**src/rtl/sum_decomp_pkg.sv**
```systemverilog
// Shared types and helpers for the triangular-sum decomposer.
package sum_decomp_pkg;

  localparam int W_DEF = 19;

  typedef enum logic [1:0] {
    IDLE = 2'd0,
    RUN  = 2'd1,
    DONE = 2'd2
  } state_t;

  // Triangular number n(n-1)/2, widened to 32 bits so n up to ~65k cannot wrap.
  function automatic logic [31:0] tri_num(input logic [31:0] n);
    return (n * (n - 32'd1)) >> 1;
  endfunction

endpackage

```
**src/rtl/sum_decomp_dp.sv**
```systemverilog
// Remainder/counter datapath: load captures S, each step subtracts i and bumps i.
module sum_decomp_dp
  import sum_decomp_pkg::*;
#(
  parameter int W = W_DEF
) (
  input  logic         clk,
  input  logic         rst,
  input  logic         i_load,
  input  logic         i_step,
  input  logic [W-1:0] i_sum,
  output logic [W-1:0] o_r,
  output logic [W-1:0] o_i,
  output logic         o_stop
);

  logic [W-1:0] r_r;
  logic [W-1:0] r_i;

  always_ff @(posedge clk or negedge rst) begin
    if (!rst) begin
      r_r <= '0;
      r_i <= '0;
    end else if (i_load) begin
      r_r <= i_sum;
      r_i <= '0;
    end else if (i_step) begin
      // Step is only issued while i <= r, so r cannot underflow.
      r_r <= r_r - r_i;
      r_i <= r_i + 1'b1;
    end
  end

  assign o_r    = r_r;
  assign o_i    = r_i;
  assign o_stop = (r_i > r_r);

endmodule

```
**src/rtl/sum_decomp.sv**
```systemverilog
// Recovers the largest n with n(n-1)/2 <= S plus the remainder, one subtraction per cycle.
module sum_decomp
  import sum_decomp_pkg::*;
#(
  parameter int W = W_DEF
) (
  input  logic         clk,
  input  logic         rst,
  input  logic         start,
  input  logic [W-1:0] sum_in,
  output logic         busy,
  output logic         done,
  output logic [W-1:0] n_out,
  output logic [W-1:0] rem_out,
  output logic         exact
);

  state_t       r_state;
  logic [W-1:0] r_cap;
  logic [W-1:0] w_r;
  logic [W-1:0] w_i;
  logic         w_stop;
  logic         w_load;
  logic         w_step;

  assign w_load = (r_state == IDLE) && start;
  assign w_step = (r_state == RUN) && !w_stop;

  sum_decomp_dp #(.W(W)) u_dp (
    .clk    (clk),
    .rst    (rst),
    .i_load (w_load),
    .i_step (w_step),
    .i_sum  (sum_in),
    .o_r    (w_r),
    .o_i    (w_i),
    .o_stop (w_stop)
  );

  always_ff @(posedge clk or negedge rst) begin
    if (!rst) begin
      r_state <= IDLE;
      r_cap   <= '0;
      busy    <= 1'b0;
      done    <= 1'b0;
      n_out   <= '0;
      rem_out <= '0;
      exact   <= 1'b0;
    end else begin
      case (r_state)
        IDLE: begin
          if (start) begin
            r_state <= RUN;
            r_cap   <= sum_in;
            busy    <= 1'b1;
          end
        end
        RUN: begin
          if (w_stop) begin
            r_state <= DONE;
            n_out   <= w_i;
            rem_out <= w_r;
            exact   <= (w_r == '0);
            done    <= 1'b1;
          end
        end
        DONE: begin
          r_state <= IDLE;
          done    <= 1'b0;
          busy    <= 1'b0;
        end
        default: r_state <= IDLE;
      endcase
    end
  end

  a_rem_lt_n: assert property (@(posedge clk) disable iff (!rst)
    done |-> (rem_out < n_out));
  a_exact: assert property (@(posedge clk) disable iff (!rst)
    done |-> (exact == (rem_out == '0)));
  a_r_bound: assert property (@(posedge clk) disable iff (!rst)
    (r_state == RUN) |-> (w_r <= r_cap));
  a_invariant: assert property (@(posedge clk) disable iff (!rst)
    (r_state == RUN) |-> ((32'(w_r) + tri_num(32'(w_i))) == 32'(r_cap)));

endmodule

```
**config.mk**
```make
export PLATFORM = sky130hd
export DESIGN_NAME = sum_decomp
export DESIGN_NICKNAME = d
export VERILOG_FILES = /design/src/rtl/sum_decomp_pkg.sv /design/src/rtl/sum_decomp_dp.sv /design/src/rtl/sum_decomp.sv
export SDC_FILE = /design/constraint.sdc
export NUM_CORES = 1
export LEC_CHECK = 0
export CAP_MARGIN = 20
export CORE_MARGIN = 2
export CORE_UTILIZATION = 55
export CTS_CLUSTER_SIZE = 24
export DETAILED_ROUTE_END_ITERATION = 8
export PLACE_DENSITY = 0.8
export SYNTH_ARGS = -nofsm -noshare
export SYNTH_HDL_FRONTEND = slang
export SYNTH_HIERARCHICAL = 1
export SYNTH_SLANG_ARGS = --single-unit
export TNS_END_PERCENT = 5
```
**constraint.sdc**
```tcl
create_clock -name clk -period 4.5 [get_ports clk]
set_clock_uncertainty 0.05 [all_clocks]
set_input_delay 0.675 -clock clk [delete_from_list [all_inputs] [get_ports clk]]
set_output_delay 0.675 -clock clk [all_outputs]
set_load 0.02 [all_outputs]
```
==> flow_metrics.env, run 1 <==
export IMPL_relSlewSlack=0.633
export IMPL_worst_slack_ns=0.434
export IMPL_rr_startpoint="u_dp/o_i[2]"
export IMPL_clock_latency_ns=0.35
export IMPL_clk_pin_slew_ns=0.08
export IMPL_crit_type="flip-flop to flip-flop"
export IMPL_hold_path_class="primary input to asynchronous set/reset pin"
export IMPL_ys_seq_elements=81
export IMPL_worstSetupStartpointType="flip-flop"
export IMPL_tightest_slew_ns=0.550
export IMPL_initial_core_util=0.575
export IMPL_postLayoutCellArea_um2=5410
export IMPL_portBuffers=62
export IMPL_drc_errors=0
export IMPL_grt_max_degree=82
export IMPL_crit_chain="inv_1 > ha_1 > o211ai_1 > a21oi_1 > o211ai_1 > o21ai_2 > a311o_1 > a21o_1 > a21oi_1 > nor3_4 > nor2_1 > nor3_2 > and3_1 > and4_1 > nand3_1 > xnor2_1 > nor2_1"
export IMPL_p_leak_nw=2.46
export IMPL_io_pins=63
export IMPL_synth_async_reset_ratio=1.00
export IMPL_synth_edf_count=0
export IMPL_place_inst=550
export IMPL_total_power_mw=3.86
export IMPL_cts_buffer_depth=2
export IMPL_num_rows=32
export IMPL_slowest_delay_ns=0.43
export IMPL_grt_overflow=0
export IMPL_cp_top_family="simple AND/OR/NAND/NOR gates"
export IMPL_diodes=0
export IMPL_syn2layout_area_growth_pct=20.5
export IMPL_vdd_ir_drop_max_uv=386
export IMPL_wire_per_inst_um=16.9
export IMPL_core_area_um2=7810
export IMPL_yosys_warnings=6
export IMPL_place_area_um2=5160
export IMPL_vias=3173
export IMPL_rsz0062_at_grt="no"
export IMPL_dr_pass1_iters=4
export IMPL_finalCritPeriodShare=0.904
export IMPL_h_tree_depth=3
export IMPL_cap_violations=0
export IMPL_ctsResizeCount=0
export IMPL_viasPerCell=5.61
export IMPL_p_clk_frac=0.151
export IMPL_cp_slowest_cell="dfrtp_1"
export IMPL_crit_path_start="u_dp/o_i[2]"
export IMPL_grt_pass1_vias=3238
export IMPL_root_buffer="clkbuf_8"
export IMPL_grt_pass1_wl_um=16000
export IMPL_die_w_um=94.3
export IMPL_first_iter_violations=125
export IMPL_cts_sinks=81
export IMPL_drive_above_1_share=0.155
export IMPL_finalSetupViolations=0
export IMPL_synth_nets=439
export IMPL_cp_max_fo=7
export IMPL_comb_power_share=0.547
export IMPL_dp_slack_ns=0.354
export IMPL_synthFlopType="dfrtp_1"
export IMPL_hold_viol=0
export IMPL_cts_inserted_buffers=9
export IMPL_fin_nets=503
export IMPL_die_h_um=94.3
export IMPL_syn_area_per_cell_um2=11.3
export IMPL_setup_tns_ns=0
export IMPL_yosysUniqueCellTypes=53
export IMPL_syn_inst=396
export IMPL_power_per_cell_area_nw_per_um2=713
export IMPL_critPathBufInv=1
export IMPL_routed_wl_um=9580
export IMPL_gp_congestion=0.874
export IMPL_utilization=0.693
export IMPL_cts_hold_buf=0
export IMPL_dp_hpwl_um=6710
export IMPL_antenna_left=0
export IMPL_crit_arrival_ns=4.24
export IMPL_p_seq_frac=0.301
export IMPL_finalCriticalPeriod_ns=4.07
export IMPL_critPathCaptureType="flip-flop"
export IMPL_grt_use_total=0.234
export IMPL_reg2regPathDepth=17
export IMPL_fmax_ghz=0.246
export IMPL_postCtsSetupRepairBufs=0
export IMPL_required_ns=4.68
export IMPL_syn_area_um2=4490
export IMPL_r2r_end="u_dp/o_i[15]"
export IMPL_r2r_slack_ns=0.43
export IMPL_dieArea_um2=8900
export IMPL_cts_tree="built"
export IMPL_outcome="completed"
export IMPL_finalNonFillerCells=566
export IMPL_fin_hold_ws_ns=0.193
export IMPL_p_int_mw=2.29
export IMPL_seq_area_frac_synth=0.452
export IMPL_switching_share=0.407
export IMPL_finalMaxSlewViolations=0
export IMPL_antenna_found_initial=0
export IMPL_p_switching_mw=1.57
-- worst register-to-register path: stages, from the launching register on --
cell and delay, ns:
dfrtp_1 0.43, inv_1 0.11, ha_1 0.37, o211ai_1 0.10, a21oi_1 0.16, o211ai_1 0.17, o21ai_2 0.26, a311o_1 0.24
a21o_1 0.12, a21oi_1 0.15, nor3_4 0.37, nor2_1 0.19, nor3_2 0.35, and3_1 0.26, and4_1 0.27, nand3_1 0.11
xnor2_1 0.17, nor2_1 0.07
-- cells in the final DEF (no fill, tap or decap), drive strengths merged, types with 2 or more instances in the layout --
master | netlist | layout
o41ai | 2 | 2
o21ai | 22 | 22
nand4 | 3 | 3
a31oi | 3 | 3
nor3 | 5 | 5
a22oi | 3 | 3
a21oi | 24 | 24
xor2 | 8 | 8
nand3 | 7 | 7
mux2i | 15 | 15
nor4 | 5 | 5
xnor2 | 24 | 24
nor2b | 2 | 2
inv | 26 | 28
ha | 20 | 20
nand2b | 4 | 4
nor2 | 29 | 29
clkbuf | 5 | 9
o21bai | 2 | 2
a21o | 6 | 6
and3 | 5 | 5
o211ai | 2 | 2
and4 | 2 | 2
mux2 | 39 | 39
bufinv | 0 | 2
or3 | 3 | 3
buf | 7 | 5
dfrtp | 81 | 81
nand2 | 27 | 27
clkdlybuf4s50 | 0 | 61
-- area by class of cell --
class                           instances  area (µm²)
Fill cell                             599        2400
Clock buffer                            9         124
Clock inverter                          6        90.1
Timing Repair Buffer                   66         668
Inverter                               26        97.6
Multi-Input combinational cell        276        2270
Tap cell                              102         128
Sequential cell                        81        2030
-- synthesized netlist by cell type (6+ instances only) --
master	count	area, µm²
nor2_1	29	109
a21o_1	6	45.0
nand2_1	27	101
mux2_4	38	571
xor2_1	8	70.1
inv_1	26	97.6
o21ai_0	18	90.1
mux2i_1	15	150
ha_1	20	250
a21oi_1	22	110
dfrtp_1	81	2030
xnor2_1	24	210
nand3_1	7	35.0
-- kinds of logic after synthesis --
family                     after synthesis  synth area share
AOI/OAI and AO/OA                       72             0.110
xor gates and xnor gates                32            0.0624
adders and majority gates               21            0.0602
buffers and inverters                   39            0.0443
DFF                                     81             0.452
muxes                                   54             0.163
and+or+nand+nor                         97             0.109
-- registers in the layout (all words and copies together), names as in the netlist --
| name | count |
|---|---|
| busy | 1 |
| done | 1 |
| exact | 1 |
| n_out | 19 |
| r_state | 2 |
| rem_out | 19 |
| u_dp/o_i | 19 |
| u_dp/o_r | 19 |
-- how the worst max path moves through the flow --
stage / to / cells after the start
2_1_floorplan: u_dp/o_i[18] / 17
3_3_place_gp: u_dp/o_i[17] / 17
3_5_place_dp: u_dp/o_i[15] / 17
4_1_cts: u_dp/o_i[15] / 17
5_1_grt: u_dp/o_i[15] / 17
6_report: u_dp/o_i[15] / 17
-- power groups by stage --
stage | registers, mW | clock network, mW | logic [mW]
final | 1.16 | 0.582 | 2.11
after global routing | 1.19 | 0.626 | 2.30
after CTS | 1.16 | 0.593 | 2.10
after detailed placement | 1.17 | 0 | 2.08
after global placement | 1.16 | 0 | 2.04
after floorplan | 1.23 | 0 | 1.49
-- layer usage --
layer / vias up / routed length, µm / global-route usage
met2: 73 / 4500 / 0.362
li1: 1518 / - / -
met5: - / 0 / 0
met1: 1576 / 4600 / 0.337
met3: 6 / 384 / 0.0407
met4: 0 / 96 / 0.0749
Power figures use the tool's default switching activity.
==> run 2: changes to the inputs <==
- CORE_UTILIZATION: 55 -> 56
- CTS_CLUSTER_SIZE: 24 -> not set
- PLACE_DENSITY: 0.8 -> 0.81
- SYNTH_HIERARCHICAL: 1 -> not set
==> flow_metrics.env, run 2 <==
export IMPL_worst_slack_ns=1.08
export IMPL_required_ns=4.70
export IMPL_synth_area_leaders="dfrtp_1 43%, mux2_4 12%, ha_1 5.3%"
export IMPL_drc_errors=0
export IMPL_core_area_um2=8180
export IMPL_clock_latency_ns=0.36
export IMPL_power_per_cell_area_nw_per_um2=733
export IMPL_drive_above_1_share=0.173
export IMPL_viasPerCell=5.99
export IMPL_synth_async_reset_ratio=1.00
export IMPL_crit_chain="inv_1 > ha_1 > nor2b_1 > o2111ai_1 > a21oi_2 > o211ai_4 > nand2b_1 > a211o_4 > mux2_4"
export IMPL_routed_wl_um=10800
export IMPL_num_rows=33
export IMPL_crit_arrival_ns=3.62
export IMPL_cts_buffer_depth=2
export IMPL_p_seq_frac=0.285
export IMPL_p_int_mw=2.38
export IMPL_syn2layout_area_growth_pct=19.8
export IMPL_wl_met2_um=5220
export IMPL_ys_seq_elements=81
export IMPL_fmax_ghz=0.292
export IMPL_dieArea_um2=9140
export IMPL_synth_top_area_frac=0.432
export IMPL_first_iter_violations=177
export IMPL_multi_input_area_um2=2450
export IMPL_top_layer="met4"
export IMPL_grt_use_total=0.250
export IMPL_cts_sinks=81
export IMPL_final_common_cell="dfrtp_1"
export IMPL_n_fill_cell=600
export IMPL_grt_pass1_wl_um=17400
export IMPL_cp_slowest_cell="a211o_4"
export IMPL_yosysTopAreaCell="dfrtp_1"
export IMPL_finalSetupViolations=0
export IMPL_dr_wl_met3_um=543
export IMPL_relSlewSlack=0.436
export IMPL_dp_slack_ns=1.11
export IMPL_finalNonFillerCells=597
export IMPL_comb_power_share=0.563
export IMPL_grt_max_degree=82
export IMPL_ctsResizeCount=0
export IMPL_initial_core_util=0.575
export IMPL_ys_top_cells_by_count="81 x dfrtp_1, 38 x mux2_4, 30 x nand2_1"
export IMPL_antenna_left=0
export IMPL_yosys_warnings=0
export IMPL_cts_hold_buf=0
export IMPL_r2r_slack_ns=1.08
export IMPL_place_inst=580
export IMPL_hold_path_class="primary input to asynchronous set/reset pin"
export IMPL_cp_max_fo=41
export IMPL_antenna_found_initial=0
export IMPL_reg2regPathDepth=9
export IMPL_dr_pass1_iters=4
export IMPL_cts_inserted_buffers=9
export IMPL_p_leak_nw=2.44
export IMPL_vdd_ir_drop_max_uv=481
export IMPL_finalCriticalPeriod_ns=3.42
export IMPL_clk_pin_slew_ns=0.09
export IMPL_diodes=0
export IMPL_wire_per_inst_um=18.2
export IMPL_dp_hpwl_um=7540
export IMPL_critPathCaptureType="flip-flop"
export IMPL_routedLengthMet1_um=4890
export IMPL_cts_tree="built"
export IMPL_syn_area_um2=4700
export IMPL_cp_top_family="compound AO/OA/AOI/OAI gates"
export IMPL_synth_edf_count=0
export IMPL_root_buffer="clkbuf_8"
export IMPL_outcome="completed"
export IMPL_portBuffers=62
export IMPL_synth_most_common_cell="dfrtp_1"
export IMPL_io_pins=63
export IMPL_h_tree_depth=3
export IMPL_hold_viol=0
export IMPL_seq_area_frac_synth=0.432
export IMPL_grt_pass1_vias=3445
export IMPL_rsz0062_at_grt="no"
export IMPL_postCtsSetupRepairBufs=0
export IMPL_worstSetupStartpointType="flip-flop"
export IMPL_synth_nets=469
export IMPL_r2r_end="rem_out[10]"
export IMPL_yosysUniqueCellTypes=55
export IMPL_tightest_slew_ns=0.835
export IMPL_synthFlopType="dfrtp_1"
export IMPL_grt_overflow=0
export IMPL_seq_area_um2=2030
export IMPL_utilization=0.688
export IMPL_cap_violations=0
export IMPL_finalCritPeriodShare=0.761
export IMPL_final_cell_mix="81 x dfrtp_1, 61 x clkdlybuf4s50_1, 38 x mux2_4"
export IMPL_switching_share=0.424
export IMPL_setup_tns_ns=0
export IMPL_critPathBufInv=1
export IMPL_rr_startpoint="u_dp.o_i[1]"
export IMPL_fin_nets=530
export IMPL_vias=3574
export IMPL_finalMaxSlewViolations=0
export IMPL_slowest_delay_ns=0.64
export IMPL_die_h_um=95.6
export IMPL_p_clk_frac=0.152
export IMPL_gp_congestion=0.916
export IMPL_die_w_um=95.6
export IMPL_syn_area_per_cell_um2=11.0
export IMPL_p_switching_mw=1.75
export IMPL_crit_type="flip-flop to flip-flop"
export IMPL_syn_inst=426
run 2: cell count changes in the layout (fill, tap and decap cells not counted), sizes merged, moves of 7 or more:
cell / before / now
a2111oi: 0 / 10
a211oi: 1 / 10
mux2i: 15 / 6
o21ai: 22 / 15
run 2: per-stage QoR:
step / hold WS, ns / power (mW) / area [µm²]
floorplan: 0.329 / 2.87 / 4700
global placement: 0.412 / 3.40 / 5370
detailed placement: 0.413 / 3.47 / 5370
CTS: 0.432 / 4.11 / 5600
global route: 0.0517 / 4.39 / 5630
finish: 0.0551 / 4.12 / 5630
run 2: worst max path at each step:
stage               slack [ns]          end  cells after the start   startpoint
floorplan                 1.84        exact                     10  u_dp.o_i[1]
global placement          1.29  rem_out[10]                      9  u_dp.o_i[1]
detailed placement        1.11    n_out[11]                      9  u_dp.o_i[1]
CTS                       1.10     n_out[4]                      9  u_dp.o_i[1]
global route              0.90  rem_out[16]                      9  u_dp.o_i[1]
finish                    1.08  rem_out[10]                      9  u_dp.o_i[1]
run 2: cell families after synthesis:
family / Yosys count / synth area share
fa+ha+maj: 21 / 0.0575
simple gates: 105 / 0.111
flops: 81 / 0.432
xor+xnor: 26 / 0.0485
compound gates: 103 / 0.168
mux: 45 / 0.137
buf+inv: 45 / 0.0469
run 2: layout make-up:
| class | count | share of cell area |
|---|---|---|
| sequential | 81 | 0.360 |
| tap | 105 | 0.0234 |
| inverter | 28 | 0.0187 |
| multi-input combinational | 300 | 0.436 |
| clock buffer | 9 | 0.0220 |
| clock inverter | 7 | 0.0194 |
| timing repair buffer | 67 | 0.120 |
run 2: power by group through the flow:
stage	combinational, mW	clock (mW)	sequential [mW]
final	2.32	0.626	1.18
after global routing	2.52	0.665	1.21
after CTS	2.31	0.626	1.18
after detailed placement	2.29	0	1.19
after global placement	2.22	0	1.18
after floorplan	1.61	0	1.27
run 2: routing by layer:
metal | GRT usage | vias up
met2 | 0.412 | 123
met1 | 0.340 | 1758
met4 | 0.0893 | 0
met3 | 0.0308 | 18
met5 | 0 | -
li1 | - | 1675
==> run 3: changes to the inputs <==
- clock period: 4.5 -> 3.5 ns (I/O delays scaled with it)
==> flow_metrics.env, run 3 (synthesis gave the netlist of run 2 again) <==
export IMPL_postCtsSetupRepairBufs=0
export IMPL_final_common_cell="dfrtp_1"
export IMPL_dr_wl_met3_um=562
export IMPL_die_h_um=95.6
export IMPL_antenna_left=0
export IMPL_grt_pass1_wl_um=17800
export IMPL_p_leak_nw=2.43
export IMPL_cp_top_family="compound AO/OA/AOI/OAI gates"
export IMPL_hold_path_class="primary input to asynchronous set/reset pin"
export IMPL_hold_viol=0
export IMPL_dieArea_um2=9140
export IMPL_cp_slowest_cell="a211o_4"
export IMPL_cts_buffer_depth=2
export IMPL_antenna_found_initial=0
export IMPL_drc_errors=0
export IMPL_core_area_um2=8180
export IMPL_initial_core_util=0.575
export IMPL_dp_hpwl_um=7640
export IMPL_outcome="completed"
export IMPL_dp_slack_ns=0.268
export IMPL_finalCritPeriodShare=0.895
export IMPL_slowest_delay_ns=0.63
export IMPL_ctsResizeCount=0
export IMPL_cts_hold_buf=0
export IMPL_clk_pin_slew_ns=0.10
export IMPL_cp_endpoint="rem_out[4]"
export IMPL_grt_use_total=0.253
export IMPL_crit_path_start="u_dp.o_i[1]"
export IMPL_reg2regPathDepth=9
export IMPL_die_w_um=95.6
export IMPL_portBuffers=62
export IMPL_required_ns=3.69
export IMPL_fin_nets=532
export IMPL_routed_wl_um=10700
export IMPL_drive_above_1_share=0.176
export IMPL_first_iter_violations=226
export IMPL_critPathBufInv=1
export IMPL_h_tree_depth=3
export IMPL_cp_depth=9
export IMPL_clock_latency_ns=0.37
export IMPL_num_rows=33
export IMPL_root_buffer="clkbuf_8"
export IMPL_diodes=0
export IMPL_final_cell_mix="81 x dfrtp_1, 61 x clkdlybuf4s50_1, 38 x mux2_4"
export IMPL_grt_pass1_vias=3677
export IMPL_tightest_slew_ns=0.751
export IMPL_rsz0062_at_grt="no"
export IMPL_top_layer="met4"
export IMPL_cts_inserted_buffers=9
export IMPL_finalCriticalPeriod_ns=3.13
export IMPL_fmax_ghz=0.319
export IMPL_crit_chain="inv_1 > ha_1 > nor2b_1 > o2111ai_1 > a21oi_2 > o211ai_4 > nand2b_1 > a211o_4 > mux2_4"
export IMPL_power_per_cell_area_nw_per_um2=927
export IMPL_worstSetupStartpointType="flip-flop"
export IMPL_routedLengthMet1_um=4890
export IMPL_finalSetupViolations=0
export IMPL_relSlewSlack=0.500
export IMPL_dr_pass1_iters=4
export IMPL_viasPerCell=5.90
export IMPL_wire_per_inst_um=17.8
export IMPL_syn2layout_area_growth_pct=19.2
export IMPL_cts_sinks=81
export IMPL_rr_startpoint="u_dp.o_i[1]"
export IMPL_crit_arrival_ns=3.32
export IMPL_io_pins=63
export IMPL_critPathCaptureType="flip-flop"
export IMPL_gp_congestion=0.967
export IMPL_cap_violations=0
export IMPL_grt_overflow=0
export IMPL_worst_slack_ns=0.368
export IMPL_wl_met2_um=4970
export IMPL_cts_tree="built"
export IMPL_cp_max_fo=41
export IMPL_setup_tns_ns=0
export IMPL_finalMaxSlewViolations=0
export IMPL_vdd_ir_drop_max_uv=690
export IMPL_crit_type="flip-flop to flip-flop"
export IMPL_grt_max_degree=82
export IMPL_vias=3536
export IMPL_r2r_slack_ns=0.37
export IMPL_r2r_end="rem_out[4]"
==> run 3: worst register-to-register path: stages, from the launching register on <==
cell and delay, ns:
dfrtp_1 0.48, inv_1 0.13, ha_1 0.31, nor2b_1 0.15
o2111ai_1 0.33, a21oi_2 0.16, o211ai_4 0.24, nand2b_1 0.11
a211o_4 0.63, mux2_4 0.41
==> run 3: per-layer routing <==
metal | vias up | global-route usage
li1 | 1684 | -
met1 | 1717 | 0.340
met2 | 112 | 0.406
met3 | 23 | 0.0585
met4 | 0 | 0.0821
met5 | - | 0
==> run 3: worst min-delay path by stage <==
stage	to	depth (start not counted)
floorplan	busy	0
global placement	busy	1
detailed placement	busy	1
CTS	n_out[4]	1
global route	n_out[2]	1
finish	n_out[2]	1
==> run 3: cell type report <==
type	instances	area, µm²
sequential	81	2030
tap	105	131
clock inverter	7	68.8
fill	645	2570
inverter	28	105
multi-input combinational	300	2450
clock buffer	9	124
timing repair buffer	69	691
==> run 3: per-stage QoR <==
stage / hold WS, ns / area, µm² / utilization / total power [mW] / std cells
detailed placement: 0.430 / 5370 / 0.657 / 4.48 / 581
finish: 0.0496 / 5600 / 0.685 / 5.19 / 599
floorplan: 0.179 / 4700 / - / 3.69 / 426
global placement: 0.422 / 5370 / 0.657 / 4.41 / 581
global route: 0.0631 / 5600 / 0.685 / 5.58 / 599
CTS: 0.300 / 5570 / 0.681 / 5.17 / 597
==> run 3: power by group <==
group | switching, mW | internal (mW) | total, mW
Clock | 0.396 | 0.280 | 0.676
Combinational | 1.59 | 1.42 | 3.01
Sequential | 0.272 | 1.24 | 1.51
